File: config.mk
export PLATFORM = sky130hd
export DESIGN_NAME = cmd_seq_demux
export DESIGN_NICKNAME = d
export VERILOG_FILES = /design/src/rtl/cmd_seq_pkg.sv /design/src/rtl/cmd_fifo_sync.sv /design/src/rtl/cmd_seq_demux.sv
export SDC_FILE = /design/constraint.sdc
export NUM_CORES = 1
export LEC_CHECK = 0
export BUFFER_PORTS_ARGS = -buffer_cell sky130_fd_sc_hd__buf_2
export CORE_MARGIN = 3
export CORE_UTILIZATION = 30
export DETAILED_ROUTE_END_ITERATION = 10
export GPL_ROUTABILITY_DRIVEN = 0
export PLACE_DENSITY = 0.57
export SLEW_MARGIN = 20
export SYNTH_ARGS = -nofsm -noshare
export SYNTH_HDL_FRONTEND = slang
export SYNTH_HIERARCHICAL = 1
export SYNTH_SLANG_ARGS = --single-unit
File: constraint.sdc
create_clock -name mclk -period 3.2 [get_ports mclk]
set_clock_uncertainty 0.05 [all_clocks]
set_input_delay 0.64 -clock mclk [delete_from_list [all_inputs] [get_ports mclk]]
set_output_delay 0.64 -clock mclk [all_outputs]
set_load 0.01 [all_outputs]
File: src/rtl/cmd_seq_pkg.sv
`default_nettype none
// ============================================================================
// Module  : cmd_seq_pkg
// Brief   : Shared types, constants and window-match helper for cmd_seq_demux.
// Revision: 1.0 - initial release
// ============================================================================
package cmd_seq_pkg;

    localparam int CMD_NUM_TGT   = 4;
    localparam int CMD_SEL_BITS  = $clog2(CMD_NUM_TGT);
    localparam int CMD_ADDR_MAX  = 32;
    localparam int CMD_DATA_BITS = 32;

    // Address is carried at its maximum width so the record is independent
    // of the instance address width; narrower addresses are zero-extended.
    typedef struct packed {
        logic [CMD_ADDR_MAX-1:0]  addr;
        logic [CMD_DATA_BITS-1:0] data;
    } cmd_t;

    function automatic logic win_match(
        input logic [CMD_ADDR_MAX-1:0] addr,
        input logic [CMD_ADDR_MAX-1:0] base,
        input logic [CMD_ADDR_MAX-1:0] mask
    );
        return (addr & mask) == base;
    endfunction

endpackage
`default_nettype wire

File: src/rtl/cmd_fifo_sync.sv
`default_nettype none
// ============================================================================
// Module  : cmd_fifo_sync
// Brief   : Single-clock register FIFO with push/pop, full/empty and level.
// Revision: 1.0 - initial release
// ============================================================================
module cmd_fifo_sync #(
    parameter int WIDTH      = 8,
    parameter int DEPTH_LOG2 = 2
) (
    input  logic                  clk,
    input  logic                  rst_n,
    input  logic                  push,
    input  logic [WIDTH-1:0]      push_data,
    input  logic                  pop,
    output logic [WIDTH-1:0]      pop_data,
    output logic                  full,
    output logic                  empty,
    output logic [DEPTH_LOG2:0]   level
);

    localparam int                  DEPTH      = 1 << DEPTH_LOG2;
    localparam logic [DEPTH_LOG2:0] LEVEL_FULL = (DEPTH_LOG2+1)'(DEPTH);
    localparam logic [DEPTH_LOG2:0] LEVEL_ONE  = (DEPTH_LOG2+1)'(1);
    localparam logic [DEPTH_LOG2-1:0] PTR_ONE  = DEPTH_LOG2'(1);

    logic [WIDTH-1:0]      mem [DEPTH];
    logic [DEPTH_LOG2-1:0] wr_ptr;
    logic [DEPTH_LOG2-1:0] rd_ptr;
    logic                  do_push;
    logic                  do_pop;

    assign full     = (level == LEVEL_FULL);
    assign empty    = (level == '0);
    assign do_push  = push & ~full;
    assign do_pop   = pop & ~empty;
    assign pop_data = mem[rd_ptr];

    always_ff @(posedge clk) begin
        if (do_push) begin
            mem[wr_ptr] <= push_data;
        end
    end

    // Pointers wrap naturally at DEPTH because they are DEPTH_LOG2 bits wide.
    always_ff @(posedge clk or negedge rst_n) begin
        if (!rst_n) begin
            wr_ptr <= '0;
            rd_ptr <= '0;
            level  <= '0;
        end else begin
            if (do_push) begin
                wr_ptr <= wr_ptr + PTR_ONE;
            end
            if (do_pop) begin
                rd_ptr <= rd_ptr + PTR_ONE;
            end
            case ({do_push, do_pop})
                2'b10:   level <= level + LEVEL_ONE;
                2'b01:   level <= level - LEVEL_ONE;
                default: level <= level;
            endcase
        end
    end

endmodule
`default_nettype wire

File: src/rtl/cmd_seq_demux.sv
`default_nettype none
// ============================================================================
// Module  : cmd_seq_demux
// Brief   : Buffers command-bus writes and routes them in order to four
//           address-window targets; unmapped commands are dropped and flagged.
// Revision: 1.0 - initial release
// ============================================================================
module cmd_seq_demux
    import cmd_seq_pkg::*;
#(
    parameter int                          AXI_WR_ADDR_BITS = 14,
    parameter int                          FIFO_DEPTH_LOG2  = 2,
    parameter logic [AXI_WR_ADDR_BITS-1:0] BASE0 = 14'h0000,
    parameter logic [AXI_WR_ADDR_BITS-1:0] BASE1 = 14'h0400,
    parameter logic [AXI_WR_ADDR_BITS-1:0] BASE2 = 14'h0800,
    parameter logic [AXI_WR_ADDR_BITS-1:0] BASE3 = 14'h0c00,
    parameter logic [AXI_WR_ADDR_BITS-1:0] MASK0 = 14'h3c00,
    parameter logic [AXI_WR_ADDR_BITS-1:0] MASK1 = 14'h3c00,
    parameter logic [AXI_WR_ADDR_BITS-1:0] MASK2 = 14'h3c00,
    parameter logic [AXI_WR_ADDR_BITS-1:0] MASK3 = 14'h3c00
) (
    input  logic                          mclk,
    input  logic                          rst_n,
    input  logic [AXI_WR_ADDR_BITS-1:0]   waddr_in,
    input  logic                          wr_en_in,
    input  logic [CMD_DATA_BITS-1:0]      wdata_in,
    output logic                          ackn_in,
    output logic [AXI_WR_ADDR_BITS-1:0]   tgt_addr,
    output logic [CMD_DATA_BITS-1:0]      tgt_data,
    output logic [CMD_NUM_TGT-1:0]        tgt_valid,
    input  logic [CMD_NUM_TGT-1:0]        tgt_ready,
    output logic [FIFO_DEPTH_LOG2:0]      fifo_level,
    output logic                          miss_err,
    input  logic                          miss_clr
);

    localparam logic [AXI_WR_ADDR_BITS-1:0] WIN_BASE [CMD_NUM_TGT] = '{BASE0, BASE1, BASE2, BASE3};
    localparam logic [AXI_WR_ADDR_BITS-1:0] WIN_MASK [CMD_NUM_TGT] = '{MASK0, MASK1, MASK2, MASK3};

    cmd_t                    push_cmd;
    cmd_t                    head_cmd;
    logic                    fifo_full;
    logic                    fifo_empty;
    logic                    push;
    logic                    pop;
    logic                    out_full;
    logic                    out_accept;
    logic                    any_hit;
    logic [CMD_NUM_TGT-1:0]  hit;
    logic [CMD_SEL_BITS-1:0] hit_sel;
    logic [CMD_SEL_BITS-1:0] tgt_sel;

    always_comb begin
        push_cmd      = '0;
        push_cmd.addr = CMD_ADDR_MAX'(waddr_in);
        push_cmd.data = wdata_in;
    end

    assign ackn_in = wr_en_in & ~fifo_full;
    assign push    = ackn_in;

    cmd_fifo_sync #(
        .WIDTH      ($bits(cmd_t)),
        .DEPTH_LOG2 (FIFO_DEPTH_LOG2)
    ) u_fifo (
        .clk       (mclk),
        .rst_n     (rst_n),
        .push      (push),
        .push_data (push_cmd),
        .pop       (pop),
        .pop_data  (head_cmd),
        .full      (fifo_full),
        .empty     (fifo_empty),
        .level     (fifo_level)
    );

    for (genvar g = 0; g < CMD_NUM_TGT; g++) begin : g_win
        assign hit[g] = win_match(head_cmd.addr,
                                  CMD_ADDR_MAX'(WIN_BASE[g]),
                                  CMD_ADDR_MAX'(WIN_MASK[g]));
    end

    // Lowest-index window wins when several match.
    always_comb begin
        hit_sel = '0;
        any_hit = |hit;
        for (int i = CMD_NUM_TGT - 1; i >= 0; i--) begin
            if (hit[i]) begin
                hit_sel = CMD_SEL_BITS'(i);
            end
        end
    end

    assign out_accept = out_full & tgt_ready[tgt_sel];
    assign pop        = ~fifo_empty & (~out_full | out_accept);

    always_ff @(posedge mclk or negedge rst_n) begin
        if (!rst_n) begin
            out_full <= 1'b0;
            tgt_sel  <= '0;
            tgt_addr <= '0;
            tgt_data <= '0;
        end else if (pop) begin
            // An unmapped head leaves the stage empty; it was either already
            // empty or is being accepted this cycle.
            out_full <= any_hit;
            if (any_hit) begin
                tgt_sel  <= hit_sel;
                tgt_addr <= head_cmd.addr[AXI_WR_ADDR_BITS-1:0];
                tgt_data <= head_cmd.data;
            end
        end else if (out_accept) begin
            out_full <= 1'b0;
        end
    end

    always_ff @(posedge mclk or negedge rst_n) begin
        if (!rst_n) begin
            miss_err <= 1'b0;
        end else if (pop & ~any_hit) begin
            miss_err <= 1'b1;
        end else if (miss_clr) begin
            miss_err <= 1'b0;
        end
    end

    always_comb begin
        tgt_valid = '0;
        if (out_full) begin
            tgt_valid[tgt_sel] = 1'b1;
        end
    end

endmodule
`default_nettype wire
==> results of run 1 <==
## state kept, by name, summed over array words and instances, names as in the netlist
signal / cells
u_fifo/rd_ptr: 2
tgt_sel: 2
miss_err: 1
tgt_addr: 14
u_fifo/wr_ptr: 2
u_fifo/mem: 184
u_fifo/level: 3
tgt_data: 32
out_full: 1
## final timing paths
kind	from	end	cells after the start
min reg2reg	tgt_data[31]	tgt_data[31]	1
min	rst_n	tgt_data[23]	1
min in group mclk	miss_clr	miss_err	2
max reg2reg	u_fifo/rd_ptr[0]	tgt_data[22]	5
max	u_fifo/rd_ptr[0]	tgt_data[22]	5
max in group asynchronous	rst_n	tgt_data[20]	2
## worst register-to-register path, delay by kind of cell, from the launching register on
family	cells	cell delay [ps]
flip-flops	1	440
AND/OR/NAND/NOR	1	340
buffers and inverters	1	320
multiplexers	2	940
AO/OA/AOI/OAI	1	260
## through the flow
step | area, sq um | instances | worst slack (ps)
4_1_cts | 10900 | 944 | 706
2_1_floorplan | 9100 | 402 | 433
5_1_grt | 10900 | 944 | 592
6_report | 10900 | 945 | 738
3_5_place_dp | 10100 | 896 | 717
3_3_place_gp | 10100 | 896 | 742
## cells in the final DEF, fill, tap and decap left out, types with 5 or more instances in the layout
cell type	n
buf_2	107
buf_4	15
clkbuf_1	5
clkbuf_16	26
clkinv_2	6
dfrtp_1	55
edfxtp_1	184
ha_1	5
inv_1	8
mux2_2	30
mux2_4	19
mux4_2	46
nor2_1	7
## metal layers
| layer | global-route usage, % | share of wire, % |
|---|---|---|
| met4 | 3.07 | 2.9 |
| met2 | 19.5 | 52 |
| met3 | 2.36 | 4.7 |
| met5 | 0 | 0 |
| met1 | 12.9 | 40 |
## cell type report
| cell class | instances | share of cell area, % |
|---|---|---|
| clock inverters | 17 | 1.45 |
| well taps | 390 | 4.46 |
| diodes | 1 | 0.0229 |
| inverters | 8 | 0.274 |
| multi-input cells | 134 | 18.0 |
| flip-flops and latches | 241 | 63.5 |
| repair buffers | 123 | 6.10 |
| clock buffers | 31 | 6.11 |
## power breakdown
part	leakage, uW	internal [uW]	total, uW	switching (uW)
Sequential	0.00235	4300	4650	348
Clock	0.000402	1660	2850	1180
Combinational	0.00124	1740	3390	1650
Total	0.00400	7710	10900	3180
==> flow_summary_export.csv, run 1 <==
group,metric,value,unit
run_status,status,"finished, final reports clean",
setup_path,critPathBufInv,1,
floorplan,top_level_ports,109,
setup_path,cp.arrival,2820,ps
cts,clock_latency,530,ps
setup_path,crit_path_max_fanout,48,
cts,hold_buffers,0,
floorplan,start_util,30.5,%
timing,min_period,2460,ps
global_route,grt-ovfl-total,0,
floorplan,die_h,180,microns
power,ir_drop,0.459,mV
setup_path,worstPathRequired,3550,ps
cts,max-clock-path-buffers,3,
detailed_routing,first_iter_violations,222,
detailed_routing,wl_per_cell,18.7,microns
detailed_routing,postRouteAntennaNets,0,
floorplan,num_rows,63,
detailed_routing,vias,4215,
timing,holdWs,6.92,ps
timing,fin_crit_sh,76.9,%
setup_path,path_class,"flip-flop to flip-flop",
cts,cts.sinks,241,
detailed_routing,via_per_inst,4.46,
timing,fmax,406,MHz
global_route,gr-usage-all-layers,10.8,%
logic_synthesis,synth_fp_nets,462,
cts,root_buffer,"clkbuf_16",
setup_path,r2r_slack,740,ps
floorplan,core-area,29800,sq um
timing,relSlewSlack,62.7,%
floorplan,die_area,32500,sq um
cts,numCtsBuffers,26,
global_route,grt_max_degree,49,
setup_path,worst_setup_path_end_kind,"flip-flop",
final_layout,drive_gt1_share,48.4,%
power,power.leakage,0.00400,uW
cts,cts_resized,0,
setup_path,worstPathCellList,"mux4_2 > nor3_1 > o221a_4 > buf_12 > mux2_2",
timing,slew_viol_final,0,
global_route,antenna_found_initial,0,
final_layout,post-route-util,36.7,%
setup_path,critPathSlowestCell,"mux4_2",
global_route,grt_pass1_vias,4639,
timing,finalSetupTns,0,ps
global_route,grt_pass1_wl,27500,microns
detailed_routing,drcViolationCount,0,
final_layout,area_growth,20.3,%
timing,finalSetupViolations,0,
final_layout,fillerInstances,2745,
detailed_routing,dr.pass1.iters,6,
timing,hold_viol_final,0,
power,power,10900,uW
timing,rsz0062_at_grt,"no",
logic_synthesis,syn_inst,402,
cts,htree_levels,1,
run,maxCapViolCount,0,
timing,tightest_slew,559,ps
hold_path,hold_path_class,"primary input to async pin",
final_layout,nNetsFinal,594,
logic_synthesis,ys_warn_count,6,
detailed_routing,wirelength,17700,microns
logic_synthesis,avgSynthCellArea,22.6,sq um
floorplan,die_w,180,microns
cts,cts_setup_buffers,0,
cts,clk_pin_slew,60,ps
placement,place_hpwl,10800,microns
setup_path,crit_family,"multiplexers",
final_layout,multiInputGateArea,1970,sq um
logic_synthesis,netlist_area,9100,sq um
setup_path,cp_slowest_stage_delay,520,ps
final_layout,regArea,6960,sq um
placement,port_buffers,108,
power,power.density,994,nW/um^2
cts,cts_tree,"yes",
setup_path,start_kind,"flip-flop",
(Power assumes the default switching activity.)
==> run 2, diff against run 1 <==
clock period = 2.5 ns   (was 3.2 ns; I/O delays follow)
==> run 2 against run 1 <==
  * Utilization up 0.56 points
  * Final cell count increased by 0.32%
  * Clock power grew 37%
  * Clock-buffer cell count up 1
  * Hold slack better by 130 ps
  * Die area unchanged
  * Sequential cell count unchanged
  * Total power rose by 32%
  * Via count rose by 1.1%
  * Largest cell class unchanged
  * Largest power group unchanged
  * Highest routed layer is now met5
==> flow_summary_export.csv, run 2 (synthesis gave the netlist of run 1 again) <==
group,metric,value,unit
power,power.leakage,0.00406,uW
floorplan,num_rows,63,
global_route,grt-ovfl-total,0,
power,ir_drop,0.530,mV
setup_path,worstPathCellList,"mux2_2 > o22ai_2 > nor2_1 > o31a_1 > ha_2 > inv_1 > fa_1 > xor2_1 > nor2_1 > xor2_1",
detailed_routing,via_per_inst,4.50,
final_layout,nNetsFinal,598,
detailed_routing,drcViolationCount,0,
power,power,14400,uW
final_layout,layout_common_cells,"184 x edfxtp_1, 107 x buf_2, 54 x dfrtp_1",
timing,relSlewSlack,61.9,%
power,power.density,1290,nW/um^2
detailed_routing,first_iter_violations,201,
floorplan,core-area,29800,sq um
detailed_routing,postRouteAntennaNets,0,
floorplan,top_level_ports,109,
cts,htree_levels,1,
global_route,gr-usage-all-layers,11.1,%
floorplan,die_w,180,microns
floorplan,die_h,180,microns
timing,fin_crit_sh,94.8,%
final_layout,multiInputGateArea,1980,sq um
cts,root_buffer,"clkbuf_16",
setup_path,crit_family,"adder cells",
detailed_routing,wirelength,17900,microns
run_status,status,"finished, final reports clean",
setup_path,start_kind,"flip-flop",
global_route,grt_pass1_vias,4781,
placement,place_hpwl,11200,microns
final_layout,regArea,6960,sq um
cts,max-clock-path-buffers,3,
final_layout,regMostFlops,"u_fifo/mem",
timing,tightest_slew,571,ps
cts,numCtsBuffers,26,
placement,port_buffers,108,
final_layout,fillerInstances,2773,
detailed_routing,dr.pass1.iters,4,
setup_path,path_class,"flip-flop to flip-flop",
cts,cts.sinks,241,
cts,clk_pin_slew,60,ps
final_layout,area_growth,22.2,%
final_layout,n_antenna_cell,0,
setup_path,worst_setup_path_end_kind,"flip-flop",
detailed_routing,vias,4262,
setup_path,cp.arrival,2750,ps
cts,clock_latency,520,ps
timing,slew_viol_final,0,
final_layout,reg_top3,"u_fifo/mem: 184 flops, tgt_data: 32 flops, tgt_addr: 14 flops",
floorplan,start_util,30.5,%
global_route,grt_pass1_wl,28200,microns
cts,cts_tree,"yes",
global_route,grt_max_degree,35,
timing,fmax,422,MHz
timing,finalSetupViolations,0,
run,maxCapViolCount,0,
timing,hold_viol_final,0,
final_layout,drive_gt1_share,49.1,%
floorplan,die_area,32500,sq um
setup_path,critPathBufInv,1,
detailed_routing,wl_per_cell,18.9,microns
setup_path,cp_slowest_stage_delay,440,ps
timing,finalSetupTns,0,ps
final_layout,final_common_cell,"edfxtp_1",
hold_path,hold_path_class,"primary input to flip-flop",
final_layout,largest_register_ffs,184,
setup_path,worstPathRequired,2880,ps
global_route,antenna_found_initial,2,
timing,min_period,2370,ps
setup_path,crit_path_max_fanout,5,
setup_path,critPathSlowestCell,"dfrtp_2",
run 2: cell count changes in the layout (fill, tap and decap cells not counted), moves of 2 or more:
cell	previous run	this run
buf_12	1	6
buf_4	15	13
bufinv_16	2	4
clkbuf_1	5	3
clkbuf_8	0	2
clkinv_1	3	5
clkinv_4	3	0
run 2: worst register-to-register path, delay by kind of cell (launching register included):
kind | cells | cell delay (ps)
buffers and inverters | 1 | 50
AO/OA/AOI/OAI | 2 | 310
flip-flops | 1 | 440
multiplexers | 1 | 270
adder cells (fa/ha/maj) | 2 | 580
XOR/XNOR | 2 | 300
AND/OR/NAND/NOR | 2 | 260
run 2: timing repair:
| item | 4_1_cts | 5_1_grt |
|---|---|---|
| endpoints found under the setup margin | 0 | 1 |
| buffers inserted | 0 | 2 |
| endpoints found under the hold margin | 32 | 0 |
| resized for setup | 0 | 3 |
| hold buffers | 1 | 0 |
run 2: layer usage:
metal	vias up	track usage [%]	part of all wire (%)
li1	1877	-	-
met1	2238	13.5	40
met2	105	19.4	51
met3	38	3.05	5.7
met4	4	2.92	2.7
met5	-	0	0.15
run 2: cell type report:
type / count / area share, %
Timing Repair Buffer: 127 / 6.87
Clock inverter: 16 / 1.61
Sequential cell: 241 / 62.6
Tap cell: 390 / 4.39
Inverter: 8 / 0.270
Multi-Input combinational cell: 134 / 17.8
Clock buffer: 32 / 6.43
run 2: per-stage QoR:
stage	utilization, %	hold slack [ps]	setup WS, ps	instances	cell area, sq um
global route	37.3	116	-22.0	948	11100
detailed placement	34.2	441	117	897	10200
global placement	34.2	435	181	897	10200
floorplan	-	154	57.5	402	9100
CTS	37.2	106	124	946	11100
finish	37.3	138	131	948	11100
run 2: path summary, 6_finish.rpt:
path / start / to / slack [ps] / cells after the start
setup / recovery: tgt_sel[1] / u_fifo/level[2] / 130 / 10
hold / removal: miss_clr / miss_err / 140 / 2
setup reg to reg: tgt_sel[1] / u_fifo/level[2] / 130 / 10
hold reg to reg: tgt_data[26] / tgt_data[26] / 450 / 1
max in group asynchronous: rst_n / tgt_data[21] / 1270 / 3
min in group asynchronous: rst_n / tgt_data[17] / 460 / 2
run 2: power by group:
group | total, uW | switching [uW] | leakage [uW] | internal, uW
Clock | 3910 | 1480 | 0.000435 | 2430
Combinational | 4500 | 2140 | 0.00128 | 2360
Sequential | 5960 | 453 | 0.00235 | 5500
